File: src/rtl/knn_topk_pkg.sv
// Shared definitions for the k-nearest-neighbour search peripheral:
// register map, STATUS fields, FSM encoding and derived datapath widths.
package knn_topk_pkg;

  localparam int A_CTRL        = 0;
  localparam int A_TEST_COORD  = 1;
  localparam int A_TRAIN_COORD = 2;
  localparam int A_TRAIN_LABEL = 3;
  localparam int A_STATUS      = 4;
  localparam int A_DIST_BASE   = 8;
  localparam int A_LABEL_BASE  = 16;

  localparam int ST_BUSY_BIT = 0;
  localparam int ST_CNT_LSB  = 8;
  localparam int ST_CNT_W    = 4;

  typedef enum logic [1:0] {
    S_IDLE   = 2'd0,
    S_ACCUM  = 2'd1,
    S_INSERT = 2'd2
  } state_t;

  function automatic int diff_width(input int coord_w);
    return coord_w + 1;
  endfunction

  function automatic int sq_width(input int coord_w);
    return 2 * coord_w + 2;
  endfunction

endpackage

File: src/rtl/knn_topk_list.sv
// K-entry list kept sorted by ascending distance; stable for ties, empty
// entries sort last, and an insert beyond the last valid slot is dropped.
module knn_topk_list #(
  parameter int K       = 4,
  parameter int DATA_W  = 32,
  parameter int LABEL_W = 8,
  parameter int CNT_W   = 4
) (
  input  logic                 clk_i,
  input  logic                 rst_i,
  input  logic                 clear_i,
  input  logic                 insert_i,
  input  logic [DATA_W-1:0]    dist_i,
  input  logic [LABEL_W-1:0]   label_i,
  output logic [K-1:0]         valid_o,
  output logic [K*DATA_W-1:0]  dist_o,
  output logic [K*LABEL_W-1:0] label_o,
  output logic [CNT_W-1:0]     count_o
);

  logic [K-1:0]       valid_q, valid_d;
  logic [DATA_W-1:0]  dist_q  [K];
  logic [DATA_W-1:0]  dist_d  [K];
  logic [LABEL_W-1:0] label_q [K];
  logic [LABEL_W-1:0] label_d [K];
  logic [CNT_W-1:0]   count_q, count_d;

  logic [K-1:0]       le_s;
  logic [K:0]         prev_le_s;
  logic [K-1:0]       up_valid_s;
  logic [DATA_W-1:0]  up_dist_s  [K];
  logic [LABEL_W-1:0] up_label_s [K];

  // Entry i keeps its value if it sorts at or before the new distance,
  // takes the new entry at the boundary, otherwise shifts down from i-1.
  always_comb begin
    for (int i = 0; i < K; i++) begin
      le_s[i] = valid_q[i] && (dist_q[i] <= dist_i);
    end
    prev_le_s     = {le_s, 1'b1};
    up_valid_s[0] = 1'b1;
    up_dist_s[0]  = dist_i;
    up_label_s[0] = label_i;
    for (int i = 1; i < K; i++) begin
      up_valid_s[i] = valid_q[i-1];
      up_dist_s[i]  = dist_q[i-1];
      up_label_s[i] = label_q[i-1];
    end

    valid_d = valid_q;
    dist_d  = dist_q;
    label_d = label_q;
    count_d = count_q;
    if (clear_i) begin
      for (int i = 0; i < K; i++) begin
        valid_d[i] = 1'b0;
        dist_d[i]  = '1;
        label_d[i] = '0;
      end
      count_d = '0;
    end else if (insert_i && !le_s[K-1]) begin
      for (int i = 0; i < K; i++) begin
        if (le_s[i]) begin
          valid_d[i] = valid_q[i];
          dist_d[i]  = dist_q[i];
          label_d[i] = label_q[i];
        end else if (prev_le_s[i]) begin
          valid_d[i] = 1'b1;
          dist_d[i]  = dist_i;
          label_d[i] = label_i;
        end else begin
          valid_d[i] = up_valid_s[i];
          dist_d[i]  = up_dist_s[i];
          label_d[i] = up_label_s[i];
        end
      end
      count_d = (count_q < CNT_W'(K)) ? count_q + 1'b1 : count_q;
    end else begin
      count_d = count_q;
    end
  end

  // List storage.
  always_ff @(posedge clk_i) begin
    if (rst_i) begin
      for (int i = 0; i < K; i++) begin
        valid_q[i] <= 1'b0;
        dist_q[i]  <= '1;
        label_q[i] <= '0;
      end
      count_q <= '0;
    end else begin
      valid_q <= valid_d;
      dist_q  <= dist_d;
      label_q <= label_d;
      count_q <= count_d;
    end
  end

  for (genvar g = 0; g < K; g++) begin : g_out
    assign dist_o[g*DATA_W +: DATA_W]    = dist_q[g];
    assign label_o[g*LABEL_W +: LABEL_W] = label_q[g];
  end
  assign valid_o = valid_q;
  assign count_o = count_q;

endmodule

File: src/rtl/knn_topk.sv
// k-nearest-neighbour search peripheral: bus decode, coordinate pointers,
// distance FSM/accumulator. Define KNN_TOPK_L1_EN for the Manhattan metric.
module knn_topk
  import knn_topk_pkg::*;
#(
  parameter int ADDR_W  = 5,
  parameter int DATA_W  = 32,
  parameter int COORD_W = 16,
  parameter int N_DIM   = 2,
  parameter int K       = 4,
  parameter int LABEL_W = 8
) (
  input  logic                clk,
  input  logic                rst,
  input  logic                valid,
  input  logic [ADDR_W-1:0]   address,
  input  logic [DATA_W-1:0]   wdata,
  input  logic [DATA_W/8-1:0] wstrb,
  output logic [DATA_W-1:0]   rdata,
  output logic                ready
);

  localparam int DIFF_W = diff_width(COORD_W);
  localparam int SQ_W   = sq_width(COORD_W);
  localparam int SUM_W  = ((SQ_W > DATA_W) ? SQ_W : DATA_W) + 1;
  localparam int PTR_W  = (N_DIM > 1) ? $clog2(N_DIM) : 1;

  state_t               state_q, state_d;
  logic [DATA_W-1:0]    acc_q, acc_d;
  logic [PTR_W-1:0]     d_q, d_d;
  logic [PTR_W-1:0]     tptr_q, rptr_q;
  logic [COORD_W-1:0]   test_q  [N_DIM];
  logic [COORD_W-1:0]   train_q [N_DIM];
  logic [LABEL_W-1:0]   lab_q;
  logic                 ready_q;
  logic [DATA_W-1:0]    rdata_q;

  logic                 wr_s, busy_s, held_s, accept_s, we_s, commit_s, clear_s, ins_s;
  logic [DATA_W-1:0]    rd_s;
  logic [DIFF_W-1:0]    diff_s;
  logic [SQ_W-1:0]      term_s;
  logic [SUM_W-1:0]     sum_s;
  logic [DATA_W-1:0]    acc_sat_s;
  logic [K-1:0]         lvalid_s;
  logic [K*DATA_W-1:0]  ldist_s;
  logic [K*LABEL_W-1:0] llabel_s;
  logic [ST_CNT_W-1:0]  count_s;
  logic                 unused_ok_s;

  // Control-register writes wait for IDLE; reads and unmapped writes never stall.
  always_comb begin
    wr_s     = |wstrb;
    busy_s   = (state_q != S_IDLE);
    held_s   = valid && wr_s && (address <= ADDR_W'(A_TRAIN_LABEL)) && busy_s;
    accept_s = valid && !ready_q && !held_s;
    we_s     = accept_s && wr_s;
    commit_s = we_s && (address == ADDR_W'(A_TRAIN_LABEL));
    clear_s  = we_s && (address == ADDR_W'(A_CTRL)) && wdata[0];
  end

  // Read mux.
  always_comb begin
    rd_s = '0;
    if (address == ADDR_W'(A_STATUS)) begin
      rd_s[ST_BUSY_BIT]               = busy_s;
      rd_s[ST_CNT_LSB +: ST_CNT_W]    = count_s;
    end else begin
      rd_s = '0;
    end
    for (int i = 0; i < K; i++) begin
      if (address == ADDR_W'(A_DIST_BASE + i)) begin
        rd_s = ldist_s[i*DATA_W +: DATA_W];
      end else if (address == ADDR_W'(A_LABEL_BASE + i)) begin
        rd_s = DATA_W'(llabel_s[i*LABEL_W +: LABEL_W]);
      end else begin
        rd_s = rd_s;
      end
    end
  end

  // Bus response, coordinate storage and pointers.
  always_ff @(posedge clk) begin
    if (rst) begin
      ready_q <= 1'b0;
      rdata_q <= '0;
      tptr_q  <= '0;
      rptr_q  <= '0;
      lab_q   <= '0;
      for (int i = 0; i < N_DIM; i++) begin
        test_q[i]  <= '0;
        train_q[i] <= '0;
      end
    end else begin
      ready_q <= accept_s;
      if (accept_s) begin
        rdata_q <= wr_s ? '0 : rd_s;
      end
      if (we_s && (address == ADDR_W'(A_TEST_COORD))) begin
        test_q[tptr_q] <= wdata[COORD_W-1:0];
        tptr_q <= (tptr_q == PTR_W'(N_DIM - 1)) ? '0 : tptr_q + 1'b1;
      end
      if (we_s && (address == ADDR_W'(A_TRAIN_COORD))) begin
        train_q[rptr_q] <= wdata[COORD_W-1:0];
        rptr_q <= (rptr_q == PTR_W'(N_DIM - 1)) ? '0 : rptr_q + 1'b1;
      end
      if (commit_s) begin
        lab_q  <= wdata[LABEL_W-1:0];
        rptr_q <= '0;
      end
    end
  end

  // Per-dimension distance term and saturating accumulate.
  always_comb begin
    diff_s = {train_q[d_q][COORD_W-1], train_q[d_q]} - {test_q[d_q][COORD_W-1], test_q[d_q]};
`ifdef KNN_TOPK_L1_EN
    term_s = diff_s[DIFF_W-1] ? SQ_W'(DIFF_W'(0) - diff_s) : SQ_W'(diff_s);
`else
    term_s = SQ_W'($signed(diff_s)) * SQ_W'($signed(diff_s));
`endif
    sum_s     = SUM_W'(acc_q) + SUM_W'(term_s);
    acc_sat_s = (|sum_s[SUM_W-1:DATA_W]) ? '1 : sum_s[DATA_W-1:0];
  end

  // FSM state register and accumulator.
  always_ff @(posedge clk) begin
    if (rst) begin
      state_q <= S_IDLE;
      acc_q   <= '0;
      d_q     <= '0;
    end else begin
      state_q <= state_d;
      acc_q   <= acc_d;
      d_q     <= d_d;
    end
  end

  // FSM next state.
  always_comb begin
    state_d = state_q;
    acc_d   = acc_q;
    d_d     = d_q;
    ins_s   = 1'b0;
    case (state_q)
      S_IDLE: begin
        if (commit_s) begin
          state_d = S_ACCUM;
          acc_d   = '0;
          d_d     = '0;
        end else begin
          state_d = S_IDLE;
        end
      end
      S_ACCUM: begin
        acc_d = acc_sat_s;
        if (d_q == PTR_W'(N_DIM - 1)) begin
          state_d = S_INSERT;
          d_d     = '0;
        end else begin
          d_d = d_q + 1'b1;
        end
      end
      S_INSERT: begin
        ins_s   = 1'b1;
        state_d = S_IDLE;
      end
      default: begin
        state_d = S_IDLE;
      end
    endcase
  end

  knn_topk_list #(
    .K       (K),
    .DATA_W  (DATA_W),
    .LABEL_W (LABEL_W),
    .CNT_W   (ST_CNT_W)
  ) u_list (
    .clk_i    (clk),
    .rst_i    (rst),
    .clear_i  (clear_s),
    .insert_i (ins_s),
    .dist_i   (acc_q),
    .label_i  (lab_q),
    .valid_o  (lvalid_s),
    .dist_o   (ldist_s),
    .label_o  (llabel_s),
    .count_o  (count_s)
  );

  assign unused_ok_s = ^{wdata[DATA_W-1:COORD_W], lvalid_s};
  assign ready = ready_q;
  assign rdata = rdata_q;

endmodule

File: config.mk
export PLATFORM = sky130hd
export DESIGN_NAME = knn_topk
export DESIGN_NICKNAME = d
export VERILOG_FILES = /design/src/rtl/knn_topk_pkg.sv /design/src/rtl/knn_topk_list.sv /design/src/rtl/knn_topk.sv
export SDC_FILE = /design/constraint.sdc
export NUM_CORES = 2
export LEC_CHECK = 0
export ABC_CLOCK_PERIOD_IN_PS = 9800
export BUFFER_PORTS_ARGS = -buffer_cell sky130_fd_sc_hd__buf_2
export CORE_MARGIN = 5
export CORE_UTILIZATION = 59
export DETAILED_ROUTE_END_ITERATION = 8
export GPL_ROUTABILITY_DRIVEN = 0
export PLACE_DENSITY = 0.8
export SETUP_SLACK_MARGIN = 0.05
export SLEW_MARGIN = 20
export SYNTH_ARGS = -nofsm -noshare
export SYNTH_HDL_FRONTEND = slang
export SYNTH_SLANG_ARGS = --single-unit
File: constraint.sdc
create_clock -name clk -period 9.8 [get_ports clk]
set_input_delay 0.98 -clock clk [delete_from_list [all_inputs] [get_ports clk]]
set_output_delay 0.98 -clock clk [all_outputs]
set_load 0.02 [all_outputs]
* After elaboration in Yosys (flattened, before gate mapping)
Memories as Yosys holds them, arrays and structs flattened. A register that Yosys moved wholly into a read port is not among the register bits. Cells that the tools add are included. W data, S select, Z words.
Word-level totals: register bits 246, memory bits (writable) 64, bits of input ports 44, output and inout port bits 33, memories 2
Cells by class: add/sub/neg operators 6, $mul 1, $lt $le $gt $ge 6, eq/ne operators 16, muxes and demuxes 50, bitwise operators 4, reductions and logical operators 35
Memories:
- test_q | depth 2, bits a word 16, read ports 1, clocked after memory_dff 1, wr ports 2, line knn_topk.sv:32 | logic [COORD_W-1:0] test_q [N_DIM];
- train_q | depth 2, bits a word 16, read ports 1, clocked after memory_dff 1, wr ports 2, line knn_topk.sv:33 | logic [COORD_W-1:0] train_q [N_DIM];
Operator list (count):
- $mux W32 | 13
- $le A32 B32 Y1 | 4
- $pmux W32 S2 | 1
- $add A32 B34 Y35 | 1
- $mul A17 B17 Y34 | 1
- $mux W16 | 2
- $reduce_or A16 Y1 | 2
- $mux W1 | 26
- $mux W8 | 3
- $eq A5 B4 Y1 const B | 4
- $eq A5 B5 Y1 const B | 4
- $sub A16 B16 Y17 | 1
- $logic_and A1 B1 Y1 | 16
- $mux W12 | 1
- $reduce_and A2 Y1 | 6
- $eq A5 B2 Y1 const B | 2
- $eq A5 B1 Y1 const B | 1
- $eq A5 B3 Y1 const B | 1
- $le A5 B2 Y1 const B | 1
- $logic_not A5 Y1 | 1
- $add A4 B1 Y4 const B | 1
- $lt A4 B3 Y1 const B | 1
- $mux W4 | 1
- $ne A2 B2 Y1 const B | 2
- 13 further kinds | 22

* Longest topological paths before layout
word-level depth 13, mapped depth 48, mapped depth without buffers 44

* By module
A second synthesis with hierarchy kept.
Unflattened totals: cell total of the unflattened synthesis 3133, area total of the unflattened synthesis 28227.1 um^2
Modules (own cells, without submodules):
- knn_topk | instances 1, cells each 2010, area an instance 18347.6 um^2, sequential area each 3503.4 um^2
- knn_topk_list | instances 1, cells each 1123, area an instance 9879.5 um^2, sequential area each 3363.2 um^2

* Worst setup path after synthesis
OpenSTA, ideal clock, no wires.
path kind flip-flop to flip-flop, start register with a tool-made name, end register acc_q[1], setup time 0.132 ns, arrival 10.638 ns, path slack -0.970 ns, cell stages (with the launch flop) 46, path buffers 5, cell sequence dfxtp_1 clkbuf_1 buf_1 mux2i_1 ha_1 inv_1 fa_1 a21o_1 a21oi_1 nand2b_1 a211o_1 a311oi_1 o21a_1 o31ai_2 inv_1 clkbuf_1 nand2_1 fa_1 [10 not listed] a21oi_1 a21boi_0 nor2b_1 o21a_1 nor2_1 xnor2_1 ha_1 buf_2 nand4_2 nor3_1 a221oi_2 o21ai_2 or4_1 a31oi_1 mux2i_1 buf_4 o41ai_1 a21oi_1
RTL lines:
- to (signal assigned) | line knn_topk.sv:129 | acc_q <= '0;
- to (signal assigned) | line knn_topk.sv:133 | acc_q <= acc_d;
- to (decl) | line knn_topk.sv:29 | logic [DATA_W-1:0] acc_q, acc_d;

==> results_dict.tcl <==
set metrics [dict create \
    outcome "finished with violations" \
    violations "DRC, setup timing" \
    die_y_um 229 \
    cts_made_buffers 36 \
    critPathArrivalTime_ns 10.92 \
    crit_buf_inv 10 \
    rows 80 \
    die_x_um 229 \
    synth_area_leader_cell "fa_1" \
    syn_avg_cell_area_um2 8.98 \
    ant_nets 0 \
    setup_slack_ns -0.692 \
    hold_path_class "flop to flop" \
    grt_max_degree 78 \
    cp-end-kind "flop" \
    synth_edf_count 64 \
    num_vias 27000 \
    synth.net_count 3729 \
    clk_latency_ns 0.56 \
    syn2layout_area_growth_pct 20.7 \
    final-setup-viol-count 32 \
    placed_cells 3975 \
    critPathRequiredTime_ns 10.22 \
    cts_hold_buf 0 \
    cts_sinks 311 \
    fin_nets 4033 \
    ys_types 86 \
    ys.flop_type "dfxtp_1" \
    drt_iter0_drc 2855 \
    ios 77 \
    gr-total-overflow 0 \
    maxSlewViolCount 0 \
    hold_viol 0 \
    crit_type "flop to flop" \
    ys_ff_latch 311 \
    finalCritPeriodShare_pct 107 \
    synth_area_um2 28300 \
    antennaDiodeCount 0 \
    cts.path.max_buffers 3 \
    n_fill_cell 3149 \
    max_freq_mhz 95.3 \
    drive_gt1_share_pct 20.3 \
    rsz0062_at_grt "yes" \
    yosys_warnings 0 \
    vias_per_cell 6.59 \
    critPathLaunchType "flop" \
    drc 1 \
    final_cells 4099 \
    grt_pass1_vias 28000 \
    worstPathMaxFanout 10 \
    wl_per_cell_um 23.2 \
    grt_pass1_wl_mm 143 \
    yosysMostFrequentCell "inv_1" \
    first_pass_iters 9 \
    die-area_um2 52500 \
    root_buffer "clkbuf_16" \
    slew-limit-headroom_pct 16.6 \
    cp_slowest_cell "fa_1" \
    hpwl_mm 62.8 \
    track_usage_pct 33.2 \
    synth-seq-area-share_pct 24.2 \
    core_area_um2 47600 \
    drv_cap 0 \
    fin_worst_skew_ns 0.0300 \
    synth_top_cell_area_share_pct 19.2 \
    worstMarginPinSlew_ns 1.24 \
    wirelength_mm 95.1 \
    io_buffers 60 \
    antenna_found_initial 0 \
    cts.htree.levels 2 \
    cts_tree "done" \
    crit_family "adder cells" \
    cts.clk_slew.worst_paths_ns 0.06 \
    initial_utilization_pct 59.5 \
    synth_top_cells_by_count "404 x inv_1, 272 x fa_1, 257 x ha_1" \
    synth-async-reset-ratio_pct 0 \
    final.min_clock_period_ns 10.49 \
    syn_inst 3156 \
    synth.area.top_cells "fa_1 19%, dfxtp_1 17%, ha_1 11%, edfxtp_1 6.8%, inv_1 5.4%" \
    cp_slowest_stage_delay_ns 0.61 \
]
## per-layer routing
| layer | share of wire [%] | track usage [%] |
|---|---|---|
| met1 | 34 | 38.8 |
| met2 | 48 | 56.7 |
| met3 | 9.4 | 5.54 |
| met4 | 8.4 | 21.6 |
| met5 | 0 | 0 |
## state kept, by name (all words and copies together) (netlist names), 4 cells and up, named ones only
name	flops
u_list.count_o	4
rdata	32
u_list.label_o	32
train_q	32
u_list.dist_o	128
test_q	32
u_list.valid_o	4
acc_q	32
lab_q	8
## worst paths after layout
| check | from | end | slack, ns | depth (start not counted) |
|---|---|---|---|---|
| worst max-delay path | flop | acc_q[13] | -0.69 | 43 |
| worst min-delay path | rdata[3] | rdata[3] | 0.49 | 2 |
| worst max register to register | flop | acc_q[13] | -0.69 | 43 |
| worst min register to register | rdata[3] | rdata[3] | 0.49 | 2 |
## worst reg2reg max path, delay by kind of cell, from the launching register on
kind | cells | cell delay, ns
muxes | 3 | 0.83
xor gates and xnor gates | 1 | 0.16
adders and majority gates | 9 | 4.02
and+or+nand+nor | 8 | 1.24
AOI/OAI and AO/OA | 12 | 2.45
buffers and inverters | 10 | 1.26
DFF | 1 | 0.38
## cell usage in the layout, fill, tap and decap left out, drive strengths merged, types with 7 or more instances in the layout
cell type,Yosys,layout
xor2,26,26
a32oi,32,32
or2,11,11
clkbuf,123,48
bufinv,0,7
o211ai,17,17
o31ai,13,13
edfxtp,64,64
a311oi,10,10
a31oi,19,19
ha,257,257
mux2i,75,75
a22oi,67,67
and3,12,12
nand4,33,33
or3,9,9
fa,272,272
a21oi,217,217
buf,33,421
o21a,26,26
o21ai,179,179
a211oi,26,26
nand2,248,248
and2,67,67
o311ai,36,36
mux2,17,17
o41ai,12,12
nor2b,22,22
a221oi,9,9
nor2,214,214
nor4,11,11
o21bai,9,9
inv,405,408
a2bb2oi,33,33
nand3,43,43
nor3,65,65
xnor2,51,51
dfxtp,247,247
a21o,64,64
nand2b,15,15
## area by class of cell
class | instances | area, um^2 | area share, %
Sequential cell | 311 | 6870 | 20.1
Inverter | 407 | 1540 | 4.51
Multi-Input combinational cell | 2282 | 20500 | 59.8
Timing Repair Buffer | 422 | 3330 | 9.72
Clock inverter | 15 | 278 | 0.812
Tap cell | 615 | 769 | 2.25
Clock buffer | 47 | 952 | 2.78
## through the flow
step / hold WS, ns / setup TNS (ns) / area [um^2] / utilization, % / setup WS [ns]
global placement: 0.467 / -10.15 / 31600 / 66.3 / -0.361
finish: 0.489 / -19.45 / 34200 / 71.8 / -0.692
detailed placement: 0.477 / -20.26 / 31600 / 66.3 / -0.692
global route: 0.517 / -30.29 / 34200 / 71.8 / -1.02
CTS: 0.491 / -14.44 / 33300 / 69.9 / -0.525
floorplan: 0.445 / 0 / 28700 / - / 0.0631
## what timing repair did
item,4_1_cts,5_1_grt
gates cloned,2,1
gates resized for setup,54,131
endpoints found under the setup margin,32,32
setup buffers,26,33
endpoints found under the hold margin,0,0
pin swaps,39,90
## logic make-up (layout without fill, tap and decap cells)
| group | count (synthesis) | after routing | share of synthesized area, % |
|---|---|---|---|
| buf+inv | 563 | 891 | 7.63 |
| xor+xnor | 77 | 77 | 2.38 |
| fa+ha+maj | 529 | 529 | 30.6 |
| mux | 92 | 92 | 3.32 |
| flops | 311 | 311 | 24.2 |
| simple gates | 767 | 767 | 12.7 |
| compound gates | 817 | 817 | 19.2 |
Power is left out: the tool's default activity adds up to more than one toggle a clock period on the data nets, which glitch-free logic cannot reach.
